--- src/rtl/alu_op_sequencer_if.sv ---
`default_nettype none
// =============================================================================
// Module   : alu_op_sequencer_if
// Brief    : Command and response ready/valid bundle for alu_op_sequencer.
// Revision : 1.0 - initial release
// =============================================================================
interface alu_op_sequencer_if #(
  parameter int DATA_WIDTH    = 8,
  parameter int ADDRESS_WIDTH = 4
);
  logic                     cmd_valid;
  logic                     cmd_ready;
  logic [ADDRESS_WIDTH-1:0] cmd_opcode;
  logic [DATA_WIDTH-1:0]    cmd_a;
  logic [DATA_WIDTH-1:0]    cmd_b;
  logic                     rsp_valid;
  logic                     rsp_ready;
  logic [DATA_WIDTH-1:0]    rsp_data;
  logic                     rsp_carry;

  modport master (
    output cmd_valid, cmd_opcode, cmd_a, cmd_b, rsp_ready,
    input  cmd_ready, rsp_valid, rsp_data, rsp_carry
  );

  modport slave (
    input  cmd_valid, cmd_opcode, cmd_a, cmd_b, rsp_ready,
    output cmd_ready, rsp_valid, rsp_data, rsp_carry
  );
endinterface
`default_nettype wire

--- src/rtl/alu_op_sequencer.sv ---
`default_nettype none
// =============================================================================
// Module   : alu_op_sequencer
// Brief    : Command front-end for the dual-memory/ALU datapath; optional
//            SEQ_OPCOUNT_EN macro adds op_count / ptr_wrapped outputs.
// Revision : 1.0 - initial release
// =============================================================================
module alu_op_sequencer #(
  parameter int DATA_WIDTH     = 8,
  parameter int ADDRESS_WIDTH  = 4,
  parameter int RESULT_LATENCY = 2
) (
  input  wire                      clk,
  input  wire                      reset_n,
  alu_op_sequencer_if.slave        bus,
  output logic                     cs0,
  output logic                     cs1,
  output logic                     mem_en0,
  output logic                     mem_en1,
  output logic [ADDRESS_WIDTH-1:0] addr0,
  output logic [ADDRESS_WIDTH-1:0] addr1,
  output logic [DATA_WIDTH-1:0]    a_out,
  output logic [DATA_WIDTH-1:0]    b_out,
  output logic [ADDRESS_WIDTH-1:0] opcode_out,
  input  wire  [DATA_WIDTH-1:0]    result_in,
  input  wire                      carry_in
`ifdef SEQ_OPCOUNT_EN
  ,
  output logic [15:0]              op_count,
  output logic [0:0]               ptr_wrapped
`endif
);

  localparam logic [3:0] c_latency = 4'(RESULT_LATENCY);

  typedef enum logic [2:0] {
    ST_IDLE  = 3'd0,
    ST_WRITE = 3'd1,
    ST_READ  = 3'd2,
    ST_WAIT  = 3'd3,
    ST_RESP  = 3'd4
  } state_t;

  state_t                   r_state;
  state_t                   w_state_next;
  logic                     w_accept;
  logic                     w_capture;
  logic                     w_rsp_done;

  logic                     r_cmd_ready;
  logic                     r_cs;
  logic                     r_mem_en;
  logic [ADDRESS_WIDTH-1:0] r_addr;
  logic [DATA_WIDTH-1:0]    r_a_out;
  logic [DATA_WIDTH-1:0]    r_b_out;
  logic [ADDRESS_WIDTH-1:0] r_opcode;
  logic [ADDRESS_WIDTH-1:0] r_opcode_out;
  logic [ADDRESS_WIDTH-1:0] r_wr_ptr;
  logic [3:0]               r_wait_cnt;
  logic                     r_rsp_valid;
  logic [DATA_WIDTH-1:0]    r_rsp_data;
  logic                     r_rsp_carry;

  always_ff @(posedge clk or negedge reset_n) begin
    if (!reset_n) r_state <= ST_IDLE;
    else          r_state <= w_state_next;
  end

  always_comb begin
    w_state_next = r_state;
    w_accept     = 1'b0;
    w_capture    = 1'b0;
    w_rsp_done   = 1'b0;
    case (r_state)
      ST_IDLE: begin
        if (bus.cmd_valid && r_cmd_ready) begin
          w_accept     = 1'b1;
          w_state_next = ST_WRITE;
        end
      end
      ST_WRITE: w_state_next = ST_READ;
      ST_READ:  w_state_next = ST_WAIT;
      ST_WAIT: begin
        // Counter holds the number of WAIT cycles left including this one.
        if (r_wait_cnt == 4'd1) begin
          w_capture    = 1'b1;
          w_state_next = ST_RESP;
        end
      end
      ST_RESP: begin
        if (r_rsp_valid && bus.rsp_ready) begin
          w_rsp_done   = 1'b1;
          w_state_next = ST_IDLE;
        end
      end
      default: w_state_next = ST_IDLE;
    endcase
  end

  always_ff @(posedge clk or negedge reset_n) begin
    if (!reset_n) begin
      r_cmd_ready  <= 1'b1;
      r_cs         <= 1'b0;
      r_mem_en     <= 1'b0;
      r_addr       <= '0;
      r_a_out      <= '0;
      r_b_out      <= '0;
      r_opcode     <= '0;
      r_opcode_out <= '0;
      r_wr_ptr     <= '0;
      r_wait_cnt   <= 4'd0;
      r_rsp_valid  <= 1'b0;
      r_rsp_data   <= '0;
      r_rsp_carry  <= 1'b0;
    end else begin
      case (r_state)
        ST_IDLE: begin
          if (w_accept) begin
            r_cmd_ready <= 1'b0;
            r_opcode    <= bus.cmd_opcode;
            r_cs        <= 1'b1;
            r_mem_en    <= 1'b1;
            r_addr      <= r_wr_ptr;
            r_a_out     <= bus.cmd_a;
            r_b_out     <= bus.cmd_b;
          end
        end
        ST_WRITE: begin
          r_mem_en     <= 1'b0;
          r_opcode_out <= r_opcode;
        end
        ST_READ: begin
          r_cs       <= 1'b0;
          r_wait_cnt <= c_latency;
        end
        ST_WAIT: begin
          r_wait_cnt <= r_wait_cnt - 4'd1;
          if (w_capture) begin
            r_rsp_data  <= result_in;
            r_rsp_carry <= carry_in;
            r_rsp_valid <= 1'b1;
          end
        end
        ST_RESP: begin
          if (w_rsp_done) begin
            r_rsp_valid <= 1'b0;
            r_wr_ptr    <= r_wr_ptr + ADDRESS_WIDTH'(1);
            r_cmd_ready <= 1'b1;
          end
        end
        default: r_cmd_ready <= 1'b1;
      endcase
    end
  end

  assign bus.cmd_ready = r_cmd_ready;
  assign bus.rsp_valid = r_rsp_valid;
  assign bus.rsp_data  = r_rsp_data;
  assign bus.rsp_carry = r_rsp_carry;
  assign cs0           = r_cs;
  assign cs1           = r_cs;
  assign mem_en0       = r_mem_en;
  assign mem_en1       = r_mem_en;
  assign addr0         = r_addr;
  assign addr1         = r_addr;
  assign a_out         = r_a_out;
  assign b_out         = r_b_out;
  assign opcode_out    = r_opcode_out;

`ifdef SEQ_OPCOUNT_EN
  logic [15:0] r_op_count;
  logic        r_ptr_wrapped;

  always_ff @(posedge clk or negedge reset_n) begin
    if (!reset_n) begin
      r_op_count    <= 16'd0;
      r_ptr_wrapped <= 1'b0;
    end else if (w_rsp_done) begin
      r_op_count <= r_op_count + 16'd1;
      if (r_wr_ptr == {ADDRESS_WIDTH{1'b1}}) r_ptr_wrapped <= 1'b1;
    end
  end

  assign op_count    = r_op_count;
  assign ptr_wrapped = r_ptr_wrapped;
`endif

endmodule
`default_nettype wire

--- src/flat_wrapper.sv ---
// flat-port wrapper written by rule: the top's interface ports become plain ports
module alu_op_sequencer_flat 
#(
  parameter int DATA_WIDTH     = 8,
  parameter int ADDRESS_WIDTH  = 4,
  parameter int RESULT_LATENCY = 2
)
  (clk, reset_n, cs0, cs1, mem_en0, mem_en1, addr0, addr1, a_out, b_out, opcode_out, result_in, carry_in, bus_cmd_valid, bus_cmd_opcode, bus_cmd_a, bus_cmd_b, bus_rsp_ready, bus_cmd_ready, bus_rsp_valid, bus_rsp_data, bus_rsp_carry);
  alu_op_sequencer_if #(.DATA_WIDTH(DATA_WIDTH), .ADDRESS_WIDTH(ADDRESS_WIDTH)) bus_i ();
  input  wire clk;
  input  wire reset_n;
  output logic cs0;
  output logic cs1;
  output logic mem_en0;
  output logic mem_en1;
  output logic [ADDRESS_WIDTH-1:0] addr0;
  output logic [ADDRESS_WIDTH-1:0] addr1;
  output logic [DATA_WIDTH-1:0] a_out;
  output logic [DATA_WIDTH-1:0] b_out;
  output logic [ADDRESS_WIDTH-1:0] opcode_out;
  input  wire  [DATA_WIDTH-1:0] result_in;
  input  wire carry_in;
  input wire logic [$bits(bus_i.cmd_valid)-1:0] bus_cmd_valid;
  input wire logic [$bits(bus_i.cmd_opcode)-1:0] bus_cmd_opcode;
  input wire logic [$bits(bus_i.cmd_a)-1:0] bus_cmd_a;
  input wire logic [$bits(bus_i.cmd_b)-1:0] bus_cmd_b;
  input wire logic [$bits(bus_i.rsp_ready)-1:0] bus_rsp_ready;
  output wire logic [$bits(bus_i.cmd_ready)-1:0] bus_cmd_ready;
  output wire logic [$bits(bus_i.rsp_valid)-1:0] bus_rsp_valid;
  output wire logic [$bits(bus_i.rsp_data)-1:0] bus_rsp_data;
  output wire logic [$bits(bus_i.rsp_carry)-1:0] bus_rsp_carry;
  assign bus_i.cmd_valid = bus_cmd_valid;
  assign bus_i.cmd_opcode = bus_cmd_opcode;
  assign bus_i.cmd_a = bus_cmd_a;
  assign bus_i.cmd_b = bus_cmd_b;
  assign bus_i.rsp_ready = bus_rsp_ready;
  assign bus_cmd_ready = bus_i.cmd_ready;
  assign bus_rsp_valid = bus_i.rsp_valid;
  assign bus_rsp_data = bus_i.rsp_data;
  assign bus_rsp_carry = bus_i.rsp_carry;
  alu_op_sequencer #(.DATA_WIDTH(DATA_WIDTH), .ADDRESS_WIDTH(ADDRESS_WIDTH), .RESULT_LATENCY(RESULT_LATENCY)) u_core (.clk(clk), .reset_n(reset_n), .bus(bus_i), .cs0(cs0), .cs1(cs1), .mem_en0(mem_en0), .mem_en1(mem_en1), .addr0(addr0), .addr1(addr1), .a_out(a_out), .b_out(b_out), .opcode_out(opcode_out), .result_in(result_in), .carry_in(carry_in));
endmodule
--- config.mk ---
export PLATFORM = sky130hd
export DESIGN_NAME = alu_op_sequencer_flat
export DESIGN_NICKNAME = d
export VERILOG_FILES = /design/src/rtl/alu_op_sequencer_if.sv /design/src/rtl/alu_op_sequencer.sv /design/src/flat_wrapper.sv
export SDC_FILE = /design/constraint.sdc
export NUM_CORES = 1
export LEC_CHECK = 0
export BUFFER_PORTS_ARGS = -buffer_cell sky130_fd_sc_hd__buf_2
export CORE_MARGIN = 3
export CORE_UTILIZATION = 45
export CTS_CLUSTER_SIZE = 12
export DETAILED_ROUTE_END_ITERATION = 10
export PLACE_DENSITY = 0.73
export SLEW_MARGIN = 20
export SYNTH_ARGS = -nofsm -noshare
export SYNTH_HDL_FRONTEND = slang
export SYNTH_SLANG_ARGS = --single-unit
--- constraint.sdc ---
create_clock -name clk -period 3.9 [get_ports clk]
set_input_delay 0.195 -clock clk [delete_from_list [all_inputs] [get_ports clk]]
set_output_delay 0.195 -clock clk [all_outputs]
set_load 0.005 [all_outputs]
==> flow_metrics.tcl <==
set metrics [dict create \
    slew_violations 0 \
    worst_pin_slew_ps 727 \
    fin_skew_ps 6.83 \
    avgViaCountPerCell 5.05 \
    grt.overflow.total 0 \
    max_freq_mhz 551 \
    coreArea_um2 4470 \
    setup_viol 0 \
    synth_seq_area_share 0.609 \
    cts.hold.buffers_added 0 \
    drcViolationCount 0 \
    r2r-end "u_core.b_out[2]$_DFFE_PN0P_" \
    synth.distinct_cells 32 \
    synth.largest_area_cell "dfrtp_1" \
    rsz0062_at_grt "no" \
    rrSetupSlack_ps 2090 \
    peakVddDrop_mv 0.364 \
    n_antenna_cell 0 \
    hold_path_class "in2async" \
    start_kind "register" \
    num_vias 1388 \
    start_util 0.478 \
    clk_pin_slew_ps 90 \
    portBuffers 75 \
    firstDrtPassIters 3 \
    clock_path_buffers 2 \
    crit_type "reg2reg" \
    synth_area_um2 2140 \
    avgSynthCellArea_um2 14.4 \
    cts.sinks 52 \
    cts_setup_buffers 0 \
    syn_nets 185 \
    wl_per_cell_um 14.0 \
    gp_congestion 0.698 \
    synth-seq-cells 52 \
    row_count 24 \
    antenna_found_initial 0 \
    worstSetupEndpoint "u_core.b_out[2]$_DFFE_PN0P_" \
    die-area_um2 5620 \
    htree_num_levels 2 \
    yosysWarnings 0 \
    grt_first_pass_wirelength_um 6470 \
    grt_usage 0.152 \
    drive_gt1_frac 0.561 \
    hold_viol 3 \
    finalInstanceArea_um2 2630 \
    p_leak_uw 0.00134 \
    die_w_um 75.0 \
    period_share 0.465 \
    syn_inst 149 \
    fin_crit_ps 1810 \
    tritoncts "done" \
    nNetsFinal 258 \
    utilization 0.587 \
    critPathLaunch "u_core.bus.cmd_ready$_DFFE_PN1P_" \
    holdWs_ps -6.38 \
    maxCapViolCount 0 \
    worstSetupEndpointType "register" \
    antenna_left 0 \
    r2r_cells 4 \
    tns_ps 0 \
    area_delta_synth_final_pct 22.7 \
    ys_top_cells_by_area "dfrtp_1 60%, mux2_2 19%, buf_4 2.1%" \
    worstPathRequired_ps 4090 \
    hpwlAfterDp_um 2800 \
    status "complete, but fails checks" \
    p_per_area_nw_per_um2 699 \
    root_buffer "clkbuf_8" \
    cp_max_fo 22 \
    routed_wirelength_um 3840 \
    yosys.area.top_type_share 0.596 \
    cts_buffers 5 \
    io_pins 76 \
    crit_arrival_ps 2000 \
    drtIter0Drc 58 \
    slew_headroom 0.514 \
    cts_resized 0 \
    grt_pass1_vias 1450 \
    clock_latency_ps 300 \
    r2r_start "u_core.bus.cmd_ready$_DFFE_PN1P_" \
    violations "negative hold slack" \
    dpl-instance-area_um2 2500 \
    grt_max_degree 53 \
    die_h_um 75.0 \
]
-- how the worst min path moves through the flow --
stage                                                 to  slack, ps  cells after the start
after floorplan              u_core.a_out[0]$_DFFE_PN0P_       -100                      0
after global placement       u_core.b_out[0]$_DFFE_PN0P_        350                      2
after detailed placement     u_core.b_out[0]$_DFFE_PN0P_        350                      2
after CTS                    u_core.b_out[6]$_DFFE_PN0P_         20                      2
after global routing      u_core.r_opcode[3]$_DFFE_PN0P_         40                      2
final                        u_core.b_out[6]$_DFFE_PN0P_         -6                      2
-- registers in the layout, summed over array words and instances, names as in the netlist, 4 cells and up --
signal               count
u_core.bus.rsp_data      8
u_core.b_out             8
u_core.r_wait_cnt        4
u_core.r_wr_ptr          4
u_core.addr0             4
u_core.opcode_out        4
u_core.r_opcode          4
u_core.a_out             8
-- synthesized netlist by cell type --
| master | instances |
|---|---|
| a31oi_1 | 1 |
| mux2_1 | 1 |
| buf_4 | 6 |
| o21ai_0 | 5 |
| a21boi_0 | 1 |
| nor2_1 | 3 |
| o32ai_1 | 1 |
| mux2_2 | 37 |
| xnor2_1 | 3 |
| nor3b_1 | 1 |
| a211oi_1 | 1 |
| nor2b_1 | 1 |
| nand4_1 | 2 |
| or3_1 | 1 |
| and2_1 | 1 |
| nand2b_1 | 3 |
| o22ai_1 | 1 |
| dfstp_2 | 1 |
| buf_2 | 1 |
| inv_1 | 5 |
| and2b_1 | 1 |
| ha_1 | 3 |
| and3_1 | 1 |
| nor4_4 | 1 |
| o21bai_1 | 1 |
| nand2_1 | 6 |
| o311ai_0 | 1 |
| a21oi_1 | 1 |
| nand3_1 | 2 |
| buf_6 | 4 |
| dfrtp_1 | 51 |
| and4bb_2 | 1 |
-- cell usage in the layout (no fill, tap or decap), types with 2 or more instances in the layout --
master    netlist  final
nand3_1         2      2
o21ai_0         5      5
nor2_1          3      3
nand2_1         6      6
mux2_2         37     37
inv_1           5      5
clkbuf_8        0      7
dfrtp_1        51     51
nand2b_1        3      3
xnor2_1         3      3
nand4_1         2      2
buf_4           6      2
ha_1            3      3
buf_2           1     75
-- stage by stage --
step,hold slack [ps],std cells,setup slack (ps),power (uW)
floorplan,-101,149,2250,1220
global placement,350,267,2130,1440
detailed placement,350,267,2060,1470
CTS,20.0,275,2070,1860
global route,40.3,275,1970,1980
finish,-6.38,275,2090,1840
-- worst max-delay path: stages (launching register included) --
cell	delay, ps
dfstp_2	560
nand2_1	100
nor4_4	310
buf_4	360
mux2_2	380
-- per-layer routing --
| metal | track usage | vias up | share of wire |
|---|---|---|---|
| li1 | - | 656 | - |
| met1 | 0.186 | 680 | 0.43 |
| met2 | 0.245 | 48 | 0.47 |
| met3 | 0.0614 | 4 | 0.091 |
| met4 | 0.0534 | 0 | 0.010 |
| met5 | 0 | - | 0 |
-- power breakdown --
group	internal (uW)	switching, uW	total, uW
sequential	760	134	894
clock	226	167	393
combinational	324	224	548
total	1310	525	1840
-- logic make-up after synthesis --
kind of cell | Yosys count | synth area share
muxes | 38 | 0.200
DFF | 52 | 0.609
adders and majority gates | 3 | 0.0175
and+or+nand+nor | 24 | 0.0696
AOI/OAI and AO/OA | 13 | 0.0386
buffers and inverters | 16 | 0.0532
xor gates and xnor gates | 3 | 0.0123
-- area by class of cell --
type,count,area (um2)
fillers,373,1850
flip-flops and latches,52,1300
multi-input cells,81,723
repair buffers,77,390
clock buffers,7,96.3
well taps,52,65.1
clock inverters,1,30.0
inverters,5,18.8
Power figures use the tool's default switching activity.
